===== src/rtl/seg_scan_pkg.sv =====
// Shared constants and types for the 7-segment scan controller.
// Counter widths come from width_of() so that single-value ranges still get one bit.
package seg_scan_pkg;

  localparam logic [3:0] BLANK_CODE = 4'hF;

  typedef enum logic {
    PH_BLANK = 1'b0,
    PH_ON    = 1'b1
  } phase_e;

  function automatic int width_of(input int n);
    return (n <= 2) ? 1 : $clog2(n);
  endfunction

endpackage


===== src/rtl/seg_lz_mask.sv =====
// Leading-zero suppression mask: walks from the most significant digit down and
// blanks zero digits until an enabled digit that is non-zero or carries a dp.
module seg_lz_mask #(
  parameter int NDIG = 4
) (
  input  logic [4*NDIG-1:0] data_i,
  input  logic [NDIG-1:0]   en_i,
  input  logic [NDIG-1:0]   dp_i,
  input  logic              lz_en_i,
  output logic [NDIG-1:0]   suppress_o
);

  always_comb begin
    logic run;
    suppress_o = '0;
    run        = lz_en_i;
    // Digit 0 is excluded so a value of zero still shows a single "0".
    // Disabled digits neither suppress nor stop the run.
    for (int i = NDIG - 1; i >= 1; i--) begin
      if (en_i[i]) begin
        if ((data_i[4*i +: 4] == 4'h0) && !dp_i[i]) begin
          suppress_o[i] = run;
        end else begin
          run = 1'b0;
        end
      end
    end
  end

endmodule


===== src/rtl/seg_scan_ctrl.sv =====
// Multiplexed 7-segment scan controller: slot/digit counters, blanking, double-
// buffered host writes committed on the frame boundary, registered outputs.
module seg_scan_ctrl
  import seg_scan_pkg::*;
#(
  parameter int NDIG         = 4,
  parameter int SLOT_CYCLES  = 50000,
  parameter int BLANK_CYCLES = 500
) (
  input  logic              clk,
  input  logic              clr,
  input  logic              load,
  input  logic [4*NDIG-1:0] data_in,
  input  logic [NDIG-1:0]   dp_in,
  input  logic [NDIG-1:0]   en_in,
  input  logic              lz_en,
  output logic [3:0]        bcd,
  output logic [NDIG-1:0]   an,
  output logic              dp,
  output logic              frame_tick
);

  localparam int CNT_W = width_of(SLOT_CYCLES);
  localparam int IDX_W = width_of(NDIG);
  localparam logic [CNT_W-1:0] CNT_LAST  = CNT_W'(SLOT_CYCLES - 1);
  localparam logic [CNT_W-1:0] BLANK_END = CNT_W'(BLANK_CYCLES);
  localparam logic [IDX_W-1:0] IDX_LAST  = IDX_W'(NDIG - 1);

  logic [CNT_W-1:0]  cnt_q, cnt_d;
  logic [IDX_W-1:0]  idx_q, idx_d;
  logic [4*NDIG-1:0] shadow_data_q, shadow_data_d;
  logic [NDIG-1:0]   shadow_dp_q, shadow_dp_d;
  logic [NDIG-1:0]   shadow_en_q, shadow_en_d;
  logic [4*NDIG-1:0] active_data_q, active_data_d;
  logic [NDIG-1:0]   active_dp_q, active_dp_d;
  logic [NDIG-1:0]   active_en_q, active_en_d;
  logic              pending_q, pending_d;
  logic [3:0]        bcd_q, bcd_d;
  logic [NDIG-1:0]   an_q, an_d;
  logic              dp_q, dp_d;
  logic              tick_q, tick_d;

  logic              slot_end, frame_end, show_d;
  phase_e            phase_d;
  logic [NDIG-1:0]   suppress;

  seg_lz_mask #(.NDIG(NDIG)) u_lz_mask (
    .data_i     (active_data_d),
    .en_i       (active_en_d),
    .dp_i       (active_dp_d),
    .lz_en_i    (lz_en),
    .suppress_o (suppress)
  );

  always_comb begin
    slot_end  = (cnt_q == CNT_LAST);
    frame_end = slot_end && (idx_q == IDX_LAST);

    cnt_d = slot_end ? '0 : cnt_q + CNT_W'(1);
    idx_d = idx_q;
    if (slot_end) begin
      idx_d = (idx_q == IDX_LAST) ? '0 : idx_q + IDX_W'(1);
    end

    shadow_data_d = shadow_data_q;
    shadow_dp_d   = shadow_dp_q;
    shadow_en_d   = shadow_en_q;
    active_data_d = active_data_q;
    active_dp_d   = active_dp_q;
    active_en_d   = active_en_q;
    pending_d     = pending_q;

    // Commit uses the pre-edge shadow; a coincident load lands in shadow and re-arms pending.
    if (frame_end && pending_q) begin
      active_data_d = shadow_data_q;
      active_dp_d   = shadow_dp_q;
      active_en_d   = shadow_en_q;
      pending_d     = 1'b0;
    end
    if (load) begin
      shadow_data_d = data_in;
      shadow_dp_d   = dp_in;
      shadow_en_d   = en_in;
      pending_d     = 1'b1;
    end

    // Outputs are registered from next-state values so they line up with cnt_q/idx_q.
    phase_d = (cnt_d < BLANK_END) ? PH_BLANK : PH_ON;
    show_d  = (phase_d == PH_ON) && active_en_d[idx_d] && !suppress[idx_d];
    an_d    = show_d ? ~(NDIG'(1) << idx_d) : '1;
    bcd_d   = show_d ? active_data_d[4*int'(idx_d) +: 4] : BLANK_CODE;
    dp_d    = show_d ? ~active_dp_d[idx_d] : 1'b1;
    tick_d  = (cnt_d == CNT_LAST) && (idx_d == IDX_LAST);
  end

  always_ff @(posedge clk) begin
    if (clr) begin
      cnt_q         <= '0;
      idx_q         <= '0;
      shadow_data_q <= '0;
      shadow_dp_q   <= '0;
      shadow_en_q   <= '0;
      active_data_q <= '0;
      active_dp_q   <= '0;
      active_en_q   <= '0;
      pending_q     <= 1'b0;
      bcd_q         <= BLANK_CODE;
      an_q          <= '1;
      dp_q          <= 1'b1;
      tick_q        <= 1'b0;
    end else begin
      cnt_q         <= cnt_d;
      idx_q         <= idx_d;
      shadow_data_q <= shadow_data_d;
      shadow_dp_q   <= shadow_dp_d;
      shadow_en_q   <= shadow_en_d;
      active_data_q <= active_data_d;
      active_dp_q   <= active_dp_d;
      active_en_q   <= active_en_d;
      pending_q     <= pending_d;
      bcd_q         <= bcd_d;
      an_q          <= an_d;
      dp_q          <= dp_d;
      tick_q        <= tick_d;
    end
  end

  assign bcd        = bcd_q;
  assign an         = an_q;
  assign dp         = dp_q;
  assign frame_tick = tick_q;

endmodule


===== config.mk =====
export PLATFORM = sky130hd
export DESIGN_NAME = seg_scan_ctrl
export DESIGN_NICKNAME = d
export VERILOG_FILES = /design/src/rtl/seg_scan_pkg.sv /design/src/rtl/seg_lz_mask.sv /design/src/rtl/seg_scan_ctrl.sv
export SDC_FILE = /design/constraint.sdc
export NUM_CORES = 1
export LEC_CHECK = 0
export ABC_AREA = 1
export CAP_MARGIN = 15
export CORE_ASPECT_RATIO = 0.75
export CORE_MARGIN = 3
export CORE_UTILIZATION = 55
export DETAILED_ROUTE_END_ITERATION = 10
export DONT_BUFFER_PORTS = 1
export GPL_ROUTABILITY_DRIVEN = 0
export GPL_TIMING_DRIVEN = 0
export PLACE_DENSITY = 0.7
export SLEW_MARGIN = 20
export SYNTH_ARGS = -nofsm -noshare
export SYNTH_HDL_FRONTEND = slang
export SYNTH_SLANG_ARGS = --single-unit

===== constraint.sdc =====
create_clock -name clk -period 2.8 [get_ports clk]
set_clock_uncertainty 0.1 [all_clocks]
set_input_delay 0.56 -clock clk [delete_from_list [all_inputs] [get_ports clk]]
set_output_delay 0.56 -clock clk [all_outputs]
set_load 0.01 [all_outputs]

Yosys cells after proc, flatten, opt, wreduce, memory -nomap -nowiden
Index checks and enable logic that the tools add are counted.
{ "word_totals": {"reg_bits": 77, "in_bits": 28, "out_inout_bits": 10, "elab_cells": 66} }
{ "op_classes": {"addsub": 2, "n_lt_le_gt_ge": 2, "n_eq_ne": 4, "shifts": 2, "muxes": 23, "n_bitwise": 3, "reduce_logical": 17} }
{ "op_table": {"columns": ["op", "n"], "rows": [
  ["$eq 16x16->1 const B", 2],
  ["$mux 16", 2],
  ["$add 16x1->16 const B", 1],
  ["$lt 16x9->1 const B", 1],
  ["$shiftx 16x5->4", 1],
  ["$mux 1", 14],
  ["$logic_not 4->1", 3],
  ["$logic_and 1x1->1", 8],
  ["$mux 4", 2],
  ["$bmux 1 s2", 3],
  ["$eq 2x2->1 const B", 2],
  ["$logic_not 1->1", 4],
  ["$mux 2", 2],
  ["$not 4->4", 1],
  ["$shl 1x2->4 const A", 1],
  ["$lt 2x3->1 const B", 1],
  ["$add 2x1->2 const B", 1],
  ["$not 1->1", 2],
  ["$reduce_bool 2->1", 1],
  ["$reduce_or 2->1", 1]
]} }

Longest topological paths before layout
{ "depth": {"ltp_word": 18, "depth_mapped": 18} }

By module
From an unflattened synthesis, not the netlist that was laid out.
{ "hier_totals": {"hier_cells": 559, "hier_area_um2": 3712.3} }
{ "modules_own_cells": {"columns": ["module", "n_inst", "cells_each", "area_each_um2", "seq_area_each_um2"], "rows": [
  ["seg_scan_ctrl", 1, 526, 3579.7, 1541.5],
  ["seg_lz_mask", 1, 33, 132.6, 0.0]
]} }

Worst setup path before layout
Ideal clock, no wire load.
{ "synth_timing": {"path_type": "register -> register", "from": "reg cnt_q[0]", "to": "reg dp_q (netlist: dp)", "arrival_time_ns": 1.921, "path_slack_ns": 0.656, "stages_incl_launch_ff": 16, "synth_period_minus_slack_ns": 2.144, "cell_sequence": "dfxtp_1 -> ha_1 -> nand2_2 -> nor2_4 -> nand3_2 -> nor2_2 -> buf_4 -> nand3_2 -> o21ai_2 -> nor2_2 -> nand3_2 -> nand2_2 -> nand2_1 -> nand2_2 -> nand2_4 -> nand3_2"} }
{ "synth_between": {"elab_chain_cells": 18, "word_cells_on_any_way": 40, "classes_between": "1 x add/sub; 1 x order compare; 1 x eq/ne; 20 x mux; 2 x bitwise; 15 x reduce/logical"} }
{ "synth_lines": {"columns": ["element", "line", "text"], "rows": [
  ["from (decl)", "seg_scan_ctrl.sv:29", "logic [CNT_W-1:0] cnt_q, cnt_d;"],
  ["from (signal assigned)", "seg_scan_ctrl.sv:112", "cnt_q <= cnt_d;"],
  ["$eq 16x16->1", "seg_scan_ctrl.sv:56", "slot_end = (cnt_q == CNT_LAST);"],
  ["$logic_and 1x1->1", "seg_scan_ctrl.sv:57", "frame_end = slot_end && (idx_q == IDX_LAST);"],
  ["$logic_and 1x1->1", "seg_scan_ctrl.sv:74", "if (frame_end && pending_q) begin"],
  ["$mux 16 / $mux 4 (equally long branches)", "seg_scan_ctrl.sv:74", null],
  ["$logic_not 4->1 / $logic_not 1->1 (equally long branches)", "seg_lz_mask.sv:21", "if ((data_i[4*i +: 4] == 4'h0) && !dp_i[i]) begin"],
  ["$logic_and 1x1->1", "seg_lz_mask.sv:21", null],
  ["$mux 1", "seg_lz_mask.sv:21", null],
  ["$mux 1", "seg_lz_mask.sv:20", "if (en_i[i]) begin"],
  ["(+2 left out)", null, null],
  ["$mux 1", "seg_lz_mask.sv:21", null],
  ["$mux 1", "seg_lz_mask.sv:20", null],
  ["$bmux 1 s2", "seg_scan_ctrl.sv:89", "show_d = (phase_d == PH_ON) && active_en_d[idx_d] && !suppress[idx_d];"],
  ["$mux 1 (not written as such)", "seg_scan_ctrl.sv:89", null],
  ["$logic_not 1->1", "seg_scan_ctrl.sv:89", null],
  ["$logic_and 1x1->1", "seg_scan_ctrl.sv:89", null],
  ["$not 1->1 (no line)", null, null],
  ["$reduce_or 2->1 (no line)", null, null],
  ["to (signal assigned)", "seg_scan_ctrl.sv:123", "dp_q <= dp_d;"],
  ["to (decl)", "seg_scan_ctrl.sv:40", "logic dp_q, dp_d;"]
]} }
Parallel ways exist; a longest one is shown, timed or not. The select of a mux whose other input is x is not followed.
A chain may end at the register's enable or synchronous reset.

Worst setup path in the final report
{ "layout_timing": {"from": "reg cnt_q[0]", "to": "reg bcd_q[1] (netlist: bcd[1])"} }
{ "layout_between": {"elab_chain_cells": 18, "word_cells_on_any_way": 38, "classes_between": "1 x add/sub; 1 x order compare; 1 x eq/ne; 1 x shift; 18 x mux; 1 x bitwise; 15 x reduce/logical"} }
{ "layout_lines": {"columns": ["element", "line", "text"], "rows": [
  ["$eq 16x16->1", "seg_scan_ctrl.sv:56", null],
  ["$logic_and 1x1->1", "seg_scan_ctrl.sv:57", null],
  ["$logic_and 1x1->1", "seg_scan_ctrl.sv:74", null],
  ["$mux 16 / $mux 4 (equally long branches)", "seg_scan_ctrl.sv:74", null],
  ["$logic_not 4->1 / $logic_not 1->1 (equally long branches)", "seg_lz_mask.sv:21", null],
  ["$logic_and 1x1->1", "seg_lz_mask.sv:21", null],
  ["$mux 1", "seg_lz_mask.sv:21", null],
  ["$mux 1", "seg_lz_mask.sv:20", null],
  ["(+2 left out)", null, null],
  ["$mux 1", "seg_lz_mask.sv:21", null],
  ["$mux 1", "seg_lz_mask.sv:20", null],
  ["$bmux 1 s2", "seg_scan_ctrl.sv:89", null],
  ["$mux 1 (not written as such)", "seg_scan_ctrl.sv:89", null],
  ["$logic_not 1->1", "seg_scan_ctrl.sv:89", null],
  ["$logic_and 1x1->1", "seg_scan_ctrl.sv:89", null],
  ["$not 1->1 (no line)", null, null],
  ["$reduce_or 2->1 (no line)", null, null],
  ["to (signal assigned)", "seg_scan_ctrl.sv:107", "bcd_q <= BLANK_CODE;"],
  ["to (signal assigned)", "seg_scan_ctrl.sv:121", "bcd_q <= bcd_d;"],
  ["to (decl)", "seg_scan_ctrl.sv:38", "logic [3:0] bcd_q, bcd_d;"]
]} }
Parallel ways exist; a longest one is shown, timed or not. The select of a mux whose other input is x is not followed.

==> flow_metrics.env <==
export IMPL_wl_met3_um=899
export IMPL_drtPass1Iterations=6
export IMPL_clockBufferDepth=2
export IMPL_async_flop_share_pct=0
export IMPL_drv_slew=0
export IMPL_rsz0062_at_grt="false"
export IMPL_die_x_um=103
export IMPL_post_route_period_util_pct=94.7
export IMPL_cap_violations=0
export IMPL_area_growth_pct=8.31
export IMPL_yosys_most_used_dff="dfxtp_1"
export IMPL_antenna_found_initial=0
export IMPL_run_status="completed"
export IMPL_port_buffers=0
export IMPL_cp_start_kind="register"
export IMPL_pre_cts_slack_ns=0.238
export IMPL_worst_setup_path_type="register to register"
export IMPL_cts_sinks=77
export IMPL_synth_edff_count=0
export IMPL_fin_cells=634
export IMPL_cp_max_fo=9
export IMPL_cts_max_level=3
export IMPL_viasPerCell=5.46
export IMPL_grt_max_degree=16
export IMPL_diodes=0
export IMPL_tns_ns=0
export IMPL_cp_cell_sequence="ha_1 -> nand2_2 -> nor2_4 -> nand2_1 -> nor2_4 -> nand4_1 -> nand2_1 -> nand3_1 -> nor3_1 -> nand2_1 -> nand2_2 -> nand2_4 -> nand3_2"
export IMPL_required_ns=3.00
export IMPL_drt_wl_total_um=9410
export IMPL_m1WireLength_um=5000
export IMPL_layout_commonest_cell="nor2_1"
export IMPL_relSlewSlack_pct=58.1
export IMPL_setup_viol=0
export IMPL_wl_per_cell_um=14.8
export IMPL_power_leakage_nw=1.82
export IMPL_syn_area_mm2=0.00384
export IMPL_clk_pin_slew_ns=0.09
export IMPL_seq_area_frac_synth_pct=40.1
export IMPL_cts_root_buf="clkbuf_8"
export IMPL_yosys_top_cells_area="dfxtp_1 40%, nor2_1 9.9%, nand2_1 9.7%"
export IMPL_yosysTopAreaCell="dfxtp_1"
export IMPL_n_fill_cell=627
export IMPL_drtIter0Drc=292
export IMPL_ys_seq_elements=77
export IMPL_grt_pass1_vias=3013
export IMPL_mostFrequentLayoutCells="101 x nor2_1, 99 x nand2_1, 77 x dfxtp_1"
export IMPL_yosys_warnings=0
export IMPL_synth_net_count=568
export IMPL_pwr_density_cell_mw_per_mm2=511
export IMPL_drcViolationCount=0
export IMPL_fin_ws_ns=0.148
export IMPL_hold_viol=0
export IMPL_ios=38
export IMPL_finalCriticalPeriod_ns=2.65
export IMPL_routed_via_count=3461
export IMPL_crit_arrival_ns=2.85
export IMPL_highest_layer="met4"
export IMPL_final_nets=579
export IMPL_grt_pass1_wl_um=15700
export IMPL_cts_tree="yes"
export IMPL_synth_top_area_share_pct=40.1
export IMPL_synth_distinct_cells=37
export IMPL_drive_gt1_share_pct=15.0
export IMPL_numCtsBuffers=9
export IMPL_wl_met2_um=3420
export IMPL_max_stage_delay_ns=0.45
export IMPL_core_mm2=0.00654
export IMPL_fp_dieH_um=78.4
export IMPL_grt_util_all_layers_pct=25.5
export IMPL_rows=25
export IMPL_drtAntennaViolNets=0
export IMPL_insertion_delay_ns=0.36
export IMPL_avgSynthCellArea_um2=7.15
export IMPL_dieArea_mm2=0.00803
export IMPL_worst_pin_slew_ns=0.628
export IMPL_end_kind="register"
export IMPL_placed_cells=618
export IMPL_cpMostUsedCell="nand2_1"
export IMPL_peakVddDrop_mv=0.386
export IMPL_critPathSlowestCell="dfxtp_1"
export IMPL_initial_utilization_pct=58.8
export IMPL_syn_instance_count=537
export IMPL_min_path_type="primary input to register"
export IMPL_max_freq_ghz=0.377
export IMPL_grt_remaining_overflow=0
export IMPL_dp_hpwl_um=7370
## logic make-up (layout without fill, tap and decap cells)
group                    Yosys count  after routing  share of synthesized area (%)
flip-flops                        77             77                           40.1
XOR/XNOR                           5              5                           1.14
adder cells (fa/ha/maj)            3              3                          0.977
buffers and inverters             86            102                           9.06
AO/OA/AOI/OAI                     59             59                           8.31
AND/OR/NAND/NOR                  304            304                           39.6
multiplexers                       3              3                          0.782
## stage by stage
stage          total power, mW  instance area [µm²]  hold slack (ns)  util (%)
2_1_floorplan             1.22                 3840            0.329         -
3_3_place_gp              1.25                 3940            0.350      60.3
3_5_place_dp              1.25                 3940            0.358      60.3
4_1_cts                   2.14                 4160            0.222      63.6
5_1_grt                   2.22                 4160            0.215      63.6
6_report                  2.12                 4160            0.232      63.6
## cells in the mapped netlist (3+ instances only)
cell type	count
nand3_1	25
clkbuf_1	13
nand3_2	12
ha_1	3
nand4_1	21
o21ai_0	31
nor2_2	6
o22ai_1	7
nand2_2	17
mux2i_1	3
inv_1	58
nor2_4	8
buf_4	3
nor2_1	101
xor2_1	4
a21oi_1	15
inv_2	6
dfxtp_1	77
nor3_1	6
nand2_1	99
## path summary, 6_finish.rpt
check,end,slack [ns],cells past startpoint,startpoint
setup / recovery,bcd[1],0.15,13,cnt_q[0]
hold / removal,shadow_data_q[5],0.23,2,data_in[5]
setup reg to reg,bcd[1],0.15,13,cnt_q[0]
hold reg to reg,shadow_data_q[9],0.37,2,shadow_data_q[9]
## critical path: cells and delay by family (launching register included)
| kind | cells | cell delay [ns] |
|---|---|---|
| simple gates | 12 | 1.76 |
| flops | 1 | 0.45 |
| fa+ha+maj | 1 | 0.29 |
## power by group
| part | leakage [nW] | total, mW | switching, mW | internal (mW) |
|---|---|---|---|---|
| clock network | 0.106 | 0.898 | 0.446 | 0.452 |
| registers | 0.628 | 1.14 | 0.0181 | 1.12 |
| logic | 1.09 | 0.0856 | 0.0608 | 0.0248 |
## registers in the layout, summed over array words and instances, names as in the netlist
name	cells
active_data_q	16
active_dp_q	4
active_en_q	4
an	4
bcd	4
cnt_q	16
dp	1
frame_tick	1
idx_q	2
pending_q	1
shadow_data_q	16
shadow_dp_q	4
shadow_en_q	4
## routing by layer
layer | global-route usage [%] | up-vias
li1 | - | 1736
met4 | 6.42 | 0
met3 | 6.66 | 11
met2 | 30.7 | 154
met5 | 0 | -
met1 | 42.7 | 1560
## layout make-up
| cell class | instances | area (µm²) | area share [%] |
|---|---|---|---|
| multi-input cells | 374 | 1960 | 47.0 |
| flip-flops and latches | 77 | 1540 | 37.1 |
| inverters | 67 | 255 | 6.14 |
| clock buffers | 10 | 138 | 3.31 |
| well taps | 81 | 101 | 2.44 |
| plain buffers | 19 | 92.6 | 2.23 |
| clock inverters | 6 | 75.1 | 1.80 |
## repair_timing
action	4_1_cts	5_1_grt
hold buffers	0	0
gates resized for setup	0	1
endpoints found under the setup margin	0	1
setup buffers	0	0
No activity file was read; power rests on OpenSTA's default activity.
